## src/rtl/stream_pkg.sv

```systemverilog
// Shared definitions for the 1-bit crypto stream link (serializer and parser side).
package stream_pkg;

    localparam int STREAM_WIDTH = 128;

    typedef enum logic [1:0] {
        IDLE  = 2'd0,
        SHIFT = 2'd1,
        GAP   = 2'd2
    } state_e;

    localparam logic [STREAM_WIDTH-1:0] KEY_TEST = 128'h0123_4567_89AB_CDEF_FEDC_BA98_7654_3210;

endpackage

```

## src/rtl/stream_serializer.sv

```systemverilog
// MSB-first serializer for the crypto stream link; end_of_sequence marks the final frame bit.
// Optional trailing even-parity bit enabled by defining STREAM_SER_PARITY_EN.
module stream_serializer
    import stream_pkg::*;
#(
    parameter int WIDTH      = STREAM_WIDTH,
    parameter int GAP_CYCLES = 0
) (
    input  logic             clk,
    input  logic             rst,
    input  logic [WIDTH-1:0] in_block,
    input  logic             in_valid,
    output logic             in_ready,
    input  logic             abort,
    output logic             out_data,
    output logic             out_valid,
    output logic             end_of_sequence,
    output logic             busy
);

    localparam int            CW       = $clog2(WIDTH);
    localparam logic [CW-1:0] LAST     = CW'(WIDTH - 1);
    localparam state_e        DONE_ST  = (GAP_CYCLES > 0) ? GAP : IDLE;
    localparam logic [7:0]    GAP_INIT = (GAP_CYCLES > 0) ? 8'(GAP_CYCLES - 1) : 8'd0;

    state_e           state;
    logic [WIDTH-1:0] shreg;
    logic [CW-1:0]    bit_cnt;
    logic [7:0]       gap_cnt;
    logic             accept;
    logic             frame_end;

    // abort outranks a same-cycle accept
    assign in_ready = (state == IDLE) && !rst;
    assign accept   = in_valid && in_ready && !abort;
    assign busy     = (state != IDLE);

`ifdef STREAM_SER_PARITY_EN
    logic par;
    logic par_phase;
    assign frame_end = par_phase;
`else
    assign frame_end = (bit_cnt == LAST);
`endif

    always_ff @(posedge clk) begin
        if (rst) begin
            state           <= IDLE;
            shreg           <= '0;
            bit_cnt         <= '0;
            gap_cnt         <= '0;
            out_data        <= 1'b0;
            out_valid       <= 1'b0;
            end_of_sequence <= 1'b0;
`ifdef STREAM_SER_PARITY_EN
            par             <= 1'b0;
            par_phase       <= 1'b0;
`endif
        end else begin
            case (state)
                IDLE: begin
                    if (accept) begin
                        state           <= SHIFT;
                        shreg           <= in_block << 1;
                        out_data        <= in_block[WIDTH-1];
                        out_valid       <= 1'b1;
                        end_of_sequence <= 1'b0;
                        bit_cnt         <= '0;
`ifdef STREAM_SER_PARITY_EN
                        par             <= ^in_block;
                        par_phase       <= 1'b0;
`endif
                    end
                end
                SHIFT: begin
                    if (abort || frame_end) begin
                        state           <= DONE_ST;
                        gap_cnt         <= GAP_INIT;
                        out_data        <= 1'b0;
                        out_valid       <= 1'b0;
                        end_of_sequence <= 1'b0;
                        bit_cnt         <= '0;
`ifdef STREAM_SER_PARITY_EN
                        par_phase       <= 1'b0;
                    end else if (bit_cnt == LAST) begin
                        out_data        <= par;
                        end_of_sequence <= 1'b1;
                        par_phase       <= 1'b1;
                    end else begin
                        out_data        <= shreg[WIDTH-1];
                        shreg           <= shreg << 1;
                        bit_cnt         <= bit_cnt + 1'b1;
                        end_of_sequence <= 1'b0;
                    end
`else
                    end else begin
                        out_data        <= shreg[WIDTH-1];
                        shreg           <= shreg << 1;
                        bit_cnt         <= bit_cnt + 1'b1;
                        end_of_sequence <= (bit_cnt == LAST - 1'b1);
                    end
`endif
                end
                GAP: begin
                    if (gap_cnt == 8'd0) state <= IDLE;
                    else                 gap_cnt <= gap_cnt - 8'd1;
                end
                default: state <= IDLE;
            endcase
        end
    end

endmodule

```

## config.mk

```make
export PLATFORM = sky130hd
export DESIGN_NAME = stream_serializer
export DESIGN_NICKNAME = d
export VERILOG_FILES = /design/src/rtl/stream_pkg.sv /design/src/rtl/stream_serializer.sv
export SDC_FILE = /design/constraint.sdc
export NUM_CORES = 1
export LEC_CHECK = 0
export ABC_AREA = 1
export CORE_MARGIN = 10
export CORE_UTILIZATION = 50
export DETAILED_ROUTE_END_ITERATION = 8
export PLACE_DENSITY = 0.79
export SLEW_MARGIN = 5
export SYNTH_ARGS = -nofsm -noshare
export SYNTH_HDL_FRONTEND = slang
export SYNTH_SLANG_ARGS = --single-unit
```

## constraint.sdc

```tcl
create_clock -name clk -period 1.95 [get_ports clk]
set_input_delay 0.2925 -clock clk [delete_from_list [all_inputs] [get_ports clk]]
set_output_delay 0.2925 -clock clk [all_outputs]
set_load 0.005 [all_outputs]
```

Word level (Yosys, flattened, before mapping)
Index checks and enable logic that the tools add are counted.

word-level totals
  register bits after elaboration = 148
  bits in latches = 0
  memory bits (writable) = 0
  memory bits (read-only) = 0
  input bits = 132
  output and inout bits = 5
  logic and storage cells = 56
  memories = 0

cells by class
  add/subtract/negate cells = 2
  $mul = 0
  div/mod/pow operators = 0
  $lt $le $gt $ge = 0
  eq/ne operators = 9
  shift operators = 0
  muxes and demuxes = 22
  bitwise gates (word level) = 0
  reduce and logical (&&, ||, !) cells = 16

operators with widths
  kind                                               number
  two-way mux 128 bit                                2
  case mux 128 bit (2 select lines)                  1
  two-way mux 8 bit                                  2
  case mux 8 bit (2 select lines)                    1
  == test 7 bit (second input constant)              2
  two-way mux 7 bit                                  2
  case mux 7 bit (2 select lines)                    1
  AND reduction 3 bit                                4
  != test 2 bit (second input constant)              5
  logical NOT 8 bit                                  1
  subtractor 8 x 1 -> 8 bit (second input constant)  1
  adder 7 x 1 -> 7 bit (second input constant)       1
  two-way mux 1 bit                                  6
  two-way mux 2 bit                                  3
  case mux 1 bit (2 select lines)                    3
  case mux 2 bit (3 select lines)                    1
  nonzero test 2 bit                                 3
  logical AND 1 bit                                  3
  == test 2 x 1 -> 1 bit (second input constant)     1
  == test 2 bit (second input constant)              1
  logical NOT 1 bit                                  2
  logical NOT 2 bit                                  1
  AND reduction 2 bit                                1
  logical OR 1 bit                                   1

Longest topological paths before layout
  depth after elaboration = 6
  mapped depth = 10
  depth with buffers taken out = 8

Worst setup path before layout
Ideal clock, no wire load.

  kind = flip-flop to flip-flop
  start = reg bit_cnt[1]
  end = reg shreg[1]
  setup time = 117 ps
  arrival = 1368 ps
  required time = 1833 ps
  slack = 464 ps
  cell stages (with the launch flop) = 11
  path buffers = 2
  period minus slack after synthesis = 1486 ps
  cells stage by stage = dfxtp_1 ha_1 nand2_1 nor2_1 nand2_1 nand2_2 buf_4 buf_6 nand3_1 nand2_1 nor2_1

on the way
  longest elaborated chain between the ends = 4

ends and longest elaborated chain
  what                                  RTL line                 RTL
  start, declared                       stream_serializer.sv:28  logic [CW-1:0] bit_cnt;
  start signal, assigned                stream_serializer.sv:99  bit_cnt <= bit_cnt + 1'b1;
  == test 7 bit                         stream_serializer.sv:43  assign frame_end = (bit_cnt == LAST);
  logical OR 1 bit                      stream_serializer.sv:76  if (abort || frame_end) begin
  != test 2 bit (no source line)        n/a
  AND reduction 3 bit (no source line)  n/a
  end signal, assigned                  stream_serializer.sv:64  shreg <= in_block << 1;
  end signal, assigned                  stream_serializer.sv:98  shreg <= shreg << 1;
  end, declared                         stream_serializer.sv:27  logic [WIDTH-1:0] shreg;

Every way passes these cells.
A chain may end at the register's enable or synchronous reset.

==> results.yml <==
place:
  place_congestion: 0.797
  place_inst: 1438
  port_buffers: 136
  hpwlAfterDp_um: 11600
global_route:
  antenna_found_initial: 0
  grt_max_degree: 144
  overflow: 0
  grt_pass1_wl_um: 30100
  grtUsageTotal_pct: 17.6
  grt_pass1_vias: 6650
logic_synthesis:
  syn_area_um2: 7420
  ys_types: 22
  synth_edf_count: 0
  async_flop_share_pct: 0
  synth_top_area_share_pct: 37.0
  ys.flop_type: "dfxtp_1"
  netlist_top_cells_count: "nand2_1, dfxtp_1, inv_1, nor2_1"
  synth_cells: 1195
  yosys_warnings: 0
  synthTopCellsByArea: "dfxtp_1, nand2_1, a21oi_1, nand3_1, o21ai_0"
  avgSynthCellArea_um2: 6.21
  ys_ff_latch: 137
  synth_top_area_cell: "dfxtp_1"
  synth_fp_nets: 1329
  yosysSeqAreaShare_pct: 37.0
  synth.most_common_cell: "nand2_1"
timing:
  post-route-period-util_pct: 93.4
  final.min_clock_period_ns: 1.82
  tns_ns: 0
  worst_pin_slew_ns: 0.527
  rsz0062_at_grt: "no"
  slew_headroom_pct: 64.9
  drv_slew: 0
  fin_skew_ns: 0.00976
  setup_viol: 0
  final_hold_viol_count: 0
  fmax_ghz: 0.549
cts:
  root_buffer: "clkbuf_16"
  htree_levels: 4
  cts_sinks: 137
  post_cts_buffers: 0
  cts.clk_slew.worst_paths_ns: 0.05
  cts_tree: "done"
  cts_made_buffers: 17
  insertion_delay_ns: 0.43
  clock_path_buffers: 2
floorplan:
  die_h_um: 142
  pin_count: 137
  start_util_pct: 51.1
  die-area_um2: 20100
  fp.coreArea_um2: 14500
  fp.dieW_um: 142
  row_count: 44
final_layout:
  layout.cells.non_filler: 1471
  area_growth_syn_to_layout_pct: 28.6
  drive_gt1_share_pct: 4.82
  num_antenna_cells: 0
  nets: 1409
drt:
  vias: 7454
  drtAntennaViolNets: 0
  drtPass1Iterations: 5
  wl_per_cell_um: 12.3
  drcViolationCount: 0
  drt-initial-drc-count: 538
  wl_um: 18100
  via_per_inst: 5.07
power:
  vdd_drop_max_uv: 573
  powerDensity_nw_per_um2: 792
  leakagePower_nw: 4.61
run_status:
  outcome: "finished, final reports clean"
critical_path:
  cp.required_ns: 1.66
  critPathMaxFanout: 4
  cp.arrival_ns: 1.53
  r2r_slack_ns: 0.15
  cp-start-kind: "register"
  critical_path_class: "reg2out"
  endpoint_kind: "output port"
hold_path:
  hold_class: "reg2reg"
run:
  maxCapViolCount: 0
-- power by group --
part / switching (mW) / total, mW / internal [mW]
registers: 0.0495 / 3.04 / 2.99
clock network: 1.16 / 3.36 / 2.20
logic: 0.590 / 1.16 / 0.570
total: 1.80 / 7.56 / 5.76
-- cell type report --
class | count | area (um2)
clock buffer | 24 | 512
timing repair buffer | 159 | 1740
multi-input combinational | 821 | 3680
tap | 184 | 230
sequential | 137 | 2740
inverter | 139 | 528
clock inverter | 7 | 113
fill | 1292 | 4990
-- stage by stage --
| step | total power, mW | hold WS (ns) | util, % | cell area (um2) | setup slack, ns |
|---|---|---|---|---|---|
| floorplan | 3.81 | 0.438 | - | 7420 | 0.464 |
| global placement | 4.22 | 0.464 | 61.1 | 8880 | 0.156 |
| detailed placement | 4.25 | 0.468 | 61.1 | 8880 | 0.116 |
| CTS | 7.62 | 0.479 | 65.4 | 9510 | 0.0331 |
| global route | 7.92 | 0.504 | 65.7 | 9550 | 0.0185 |
| finish | 7.56 | 0.471 | 65.7 | 9550 | 0.129 |
-- per-layer routing --
metal	routed length [um]	GRT usage, %
met5	0	0
met4	271	5.97
met3	1180	5.14
met2	8550	27.6
met1	8090	22.5
-- timing repair --
| action | 4_1_cts | 5_1_grt |
|---|---|---|
| setup endpoints to repair | 0 | 69 |
| hold buffers | 0 | 0 |
| gates resized for setup | 0 | 4 |
-- critical path, cell delays in order, from the launching register on --
cell             delay [ns]
dfxtp_1                0.37
nor2_2                 0.20
clkdlybuf4s50_1        0.54
-- sequential cells by signal (all words and copies together), names as in the netlist --
| name | cells |
|---|---|
| shreg | 127 |
| bit_cnt | 7 |
| out_data | 1 |
| end_of_sequence | 1 |
| out_valid | 1 |
-- path summary, 6_finish.rpt --
check | start | to | cells after the start
worst max-delay path | out_valid$_SDFFE_PP0P_ | in_ready | 2
worst min-delay path | end_of_sequence$_SDFFE_PP0P_ | end_of_sequence$_SDFFE_PP0P_ | 2
worst max register to register | bit_cnt[0]$_SDFFE_PP0P_ | shreg[11]$_SDFFE_PP0P_ | 9
worst min register to register | end_of_sequence$_SDFFE_PP0P_ | end_of_sequence$_SDFFE_PP0P_ | 2
-- cell families after synthesis --
| family | after synthesis | share of synthesized area (%) |
|---|---|---|
| AO/OA/AOI/OAI | 266 | 18.0 |
| flip-flops | 137 | 37.0 |
| adder cells (fa/ha/maj) | 2 | 0.337 |
| AND/OR/NAND/NOR | 549 | 30.3 |
| buffers and inverters | 239 | 14.2 |
| XOR/XNOR | 2 | 0.236 |
-- cell usage in the layout, fill, tap and decap left out, types with 2 or more instances in the layout --
master           Yosys  final
nand2_1            273    272
inv_1              137    137
dfxtp_1            137    137
nor2_1             137    136
clkdlybuf4s50_1      0    136
a21oi_1            135    135
nand3_1            135    135
o21ai_0            130    130
clkbuf_16            0     17
buf_12               0     15
buf_4                5      7
clkbuf_8             0      6
clkinv_2             0      4
nand2_4              0      3
bufinv_16            0      3
ha_1                 2      2
Note: power is estimated with default switching activity, not from simulation.
==> patch 1: new RTL, same flow settings <==
Make the reset (`rst`) asynchronous in one clocked block.
--- a/src/rtl/stream_serializer.sv
+++ b/src/rtl/stream_serializer.sv
@@ -44,5 +44,5 @@
 `endif
 
-    always_ff @(posedge clk) begin
+    always_ff @(posedge clk or posedge rst) begin
         if (rst) begin
             state           <= IDLE;
Formal check against the unedited RTL: differs if rst is asserted again (counterexample within 4 cycles, from zero or initial values and one cycle with rst high); with rst held inactive, the same outputs for 10 cycles.
==> patch 1 against the unedited design <==
- sequential cell count did not move
- cell area fell by 1.8%
- fmax fell by 3.3%
- area after synthesis fell by 4.1%
- worst setup slack got worse by 0.061 ns
- wire length rose by 5.7%
- power rose by 29%
- sequential power rose by 29%
==> patch 1: results (changes against the unedited design) <==
[synthesis]
synth_xor_area_share_pct=0.3693  ; +0.13 points
yosysSeqAreaShare_pct=48.19  ; +11 points
ys_top_cells_by_count=634 x nand2_1, 137 x dfrtp_1, 132 x nand3_1
synth-adder-area-share_pct=0.3517  ; +0.015 points

[detailed_routing]
routed_via_density=5.125  ; +1.1%

[cells_and_area]
fillers=1204  ; -6.8%
num-nonclk-inverters=10  ; -93%
buffers_excl_clock=160  ; +0.63%
seq_share_pct=36.60  ; +7.9 points
nFlopsAndLatches=137  ; unchanged
clkbuf_count=19  ; -21%
multiInputCombCellCount=797  ; -2.9%

[power_and_ir_drop]
vdd_drop_max_mv=0.6100  ; +6.5%

[clock_tree]
ctsResizeCount=2  ; +2

[critical_path]
crit_arrival_ns=1.59  ; +0.06 ns
reg2reg_to=shreg[57]
ff2ff_setup_slack_ns=0.22  ; +0.07 ns

[hold_path]
hold_class=primary input to async pin

[run_status]
outcome=finished clean

[global_routing]
grt_pass1_wl_mm=31.59  ; +4.9%
grtUsageMet2_pct=29.96  ; +2.4 points
grt_use_met3_pct=5.308  ; +0.17 points
grt_pass1_vias=6622  ; -0.42%
grt_usage_pct=19.16  ; +1.6 points

[placed_design]
gp_congestion=0.7908  ; -0.78%
post-place-ws_ns=0.06403  ; -0.05203 ns

[timing]
worst_clock_skew_ns=0.004908  ; -0.004855 ns

-- patch 1: power by group --
part | switching [mW] | total, mW | internal (mW)
clock | 1.23 | 4.04 | 2.81
sequential | 0.391 | 3.92 | 3.53
combinational | 0.955 | 1.78 | 0.825
total | 2.58 | 9.74 | 7.17
-- patch 1: routing by layer --
metal | part of all wire, % | vias to the layer above
met4 | 1.5 | 0
met3 | 6.9 | 28
met5 | 0 | -
met2 | 47 | 214
met1 | 44 | 3133
li1 | - | 3370
-- patch 1: metrics by stage --
stage | hold slack [ns] | setup TNS, ns | instance area (sq um) | cells
2_1_floorplan | 0.4333 | -6.800 | 7118 | 1015
3_3_place_gp | 0.4880 | 0 | 8583 | 1281
3_5_place_dp | 0.4933 | 0 | 8583 | 1281
4_1_cts | 0.3818 | 0 | 9344 | 1315
5_1_grt | 0.4149 | 0 | 9376 | 1316
6_report | 0.3852 | 0 | 9376 | 1316
==> patch 2: new RTL, same settings <==
Made on the original files. Build with the macro `STREAM_SER_PARITY_EN` defined.
--- a/src/rtl/stream_serializer.sv
+++ b/src/rtl/stream_serializer.sv
@@ -1,4 +1,6 @@
 // MSB-first serializer for the crypto stream link; end_of_sequence marks the final frame bit.
 // Optional trailing even-parity bit enabled by defining STREAM_SER_PARITY_EN.
+`define STREAM_SER_PARITY_EN
+
 module stream_serializer
     import stream_pkg::*;
Function: same outputs for any inputs over 10 cycles, from zero or initial values and one cycle with rst high; that may be too few to reach the edited logic, so the function may still have changed.
==> patch 2 against the unedited design <==
- die area increased by 14%
- sequential power increased by 3%
- power increased by 14%
- utilization increased by 2.0 points
- critical path type is now flop to flop
- via count increased by 23%
- highest routed layer unchanged
- wire length increased by 22%
- clock power increased by 5%
- cell count increased by 23%
- area after synthesis increased by 16%
- largest cell class unchanged
- sequential cell count increased by 2
- worst setup slack improved by 0.056 ns
- cell area increased by 21%
- global-route usage increased by 1.9 points
==> patch 2: results (changes against the unedited design) <==
[run_status]
outcome=finished clean

[global_routing]
grt_max_degree=68  ; -53%
grt_usage_pct=19.43  ; +1.9 points
grt_pass1_vias=8616  ; +30%
grt_pass1_wl_mm=37.58  ; +25%

[detailed_routing]
wl_per_cell_um=12.21  ; -0.79%
routed_via_density=5.060  ; -0.15%
drt_iter0_markers=551  ; +2.4%
ant_nets=0  ; unchanged
vias=9178  ; +23%

[cells_and_area]
final_layout_size_suffix_gt1_share_pct=11.45  ; +6.6 points
fin_nets=1709  ; +21%
fillers=1501  ; +16%

[synthesis]
yosysUniqueCellTypes=33  ; +50%
synth_ff_type=dfxtp_1
synth_area_per_cell_sq_um=6.303  ; +1.5%
syn-num-nets=1504  ; +13%
ys_top_cells_by_count=693 x nand2_1, 139 x dfxtp_1, 126 x a31oi_1
yosysSeqAreaShare_pct=32.20  ; -4.7 points
synthTopCellsByArea=dfxtp_1 32%, nand2_1 30%, a31oi_1 9.1%, xnor2_1 5.0%, xor2_1 4.4%

[power_and_ir_drop]
vdd_drop_max_mv=0.5553  ; -3.0%
p_leak_nw=5.546  ; +20%

[placed_design]
place_hpwl_mm=16.14  ; +39%
portBuffers=136  ; unchanged
post-place-ws_ns=-0.2560  ; -0.3721 ns
dp.cells=1779  ; +24%
gp_congestion=0.8041  ; +0.89%

[clock_tree]
h-tree-depth=4  ; unchanged

[timing]
worst_clock_skew_ns=0.008153  ; -0.001610 ns
worstMarginPinSlew_ns=0.6594  ; +0.1327 ns

[critical_path]
crit_arrival_ns=2.08  ; +0.55 ns

[hold_path]
hold_class=primary input to flop

## patch 2: changes by cell type after synthesis, sizes merged, moves of 42 or more
cell   change
a31oi    +126
xor2      +42
buf       -44
nand2    +420
xnor2     +48
inv       -76
nand3    -130
a21oi    -126
nor2     -104
## patch 2: path summary, 6_finish.rpt
check	startpoint	slack, ns	endpoint	cells past startpoint
min	in_block[13]	0.19	shreg[14]	3
min reg2reg	end_of_sequence	0.46	end_of_sequence	2
max	bit_cnt[0]	0.19	bit_cnt[6]	11
max reg2reg	bit_cnt[0]	0.19	bit_cnt[6]	11
## patch 2: cells by family after synthesis
family / count (synthesis) / share of synthesized area (%)
simple gates: 737 / 33.01
compound gates: 268 / 17.49
flops: 139 / 32.20
buf+inv: 134 / 7.819
xor+xnor: 92 / 9.325
fa+ha+maj: 1 / 0.1448
## patch 2: final cells by class
| cell class | instances | share of cell area [%] |
|---|---|---|
| multi-input combinational | 1098 | 45.21 |
| sequential | 139 | 24.05 |
| timing repair buffer | 256 | 20.58 |
| clock buffer | 18 | 3.704 |
| tap | 225 | 2.430 |
| inverter | 64 | 2.160 |
| clock inverter | 14 | 1.868 |
## patch 2: report_power, final
| group | internal, mW | switching, mW |
|---|---|---|
| clock | 2.27 | 1.27 |
| combinational | 0.900 | 1.08 |
| sequential | 3.03 | 0.0954 |
## patch 2: per-stage QoR
step	instance area, sq um	hold WS [ns]
finish	11590	0.1893
global route	11590	0.2181
CTS	11470	0.4600
detailed placement	10830	0.4505
global placement	10830	0.4490
floorplan	8641	0.4366
## patch 2: per-layer routing
layer,wire (um),GRT usage [%],vias to the layer above,share of wire [%]
li1,-,-,4852,-
met1,10370,24.31,4132,47
met2,10570,32.76,169,48
met3,847,3.564,25,3.8
met4,356,6.785,0,1.6
met5,0,0,-,0
## patch 2: critical path, stage by stage, from the launching register on
cell,delay (ns)
dfxtp_1,0.36
ha_1,0.19
nand2_2,0.08
nor3_4,0.23
buf_4,0.17
nand2_1,0.05
o21ai_2,0.18
nor2_1,0.08
inv_1,0.07
nor2_1,0.06
a21oi_1,0.13
nor2_1,0.05
## patch 2: timing repair
action                                  4_1_cts  5_1_grt
setup buffers                                 0        3
endpoints found under the setup margin        0       51
resized for setup                             0       26
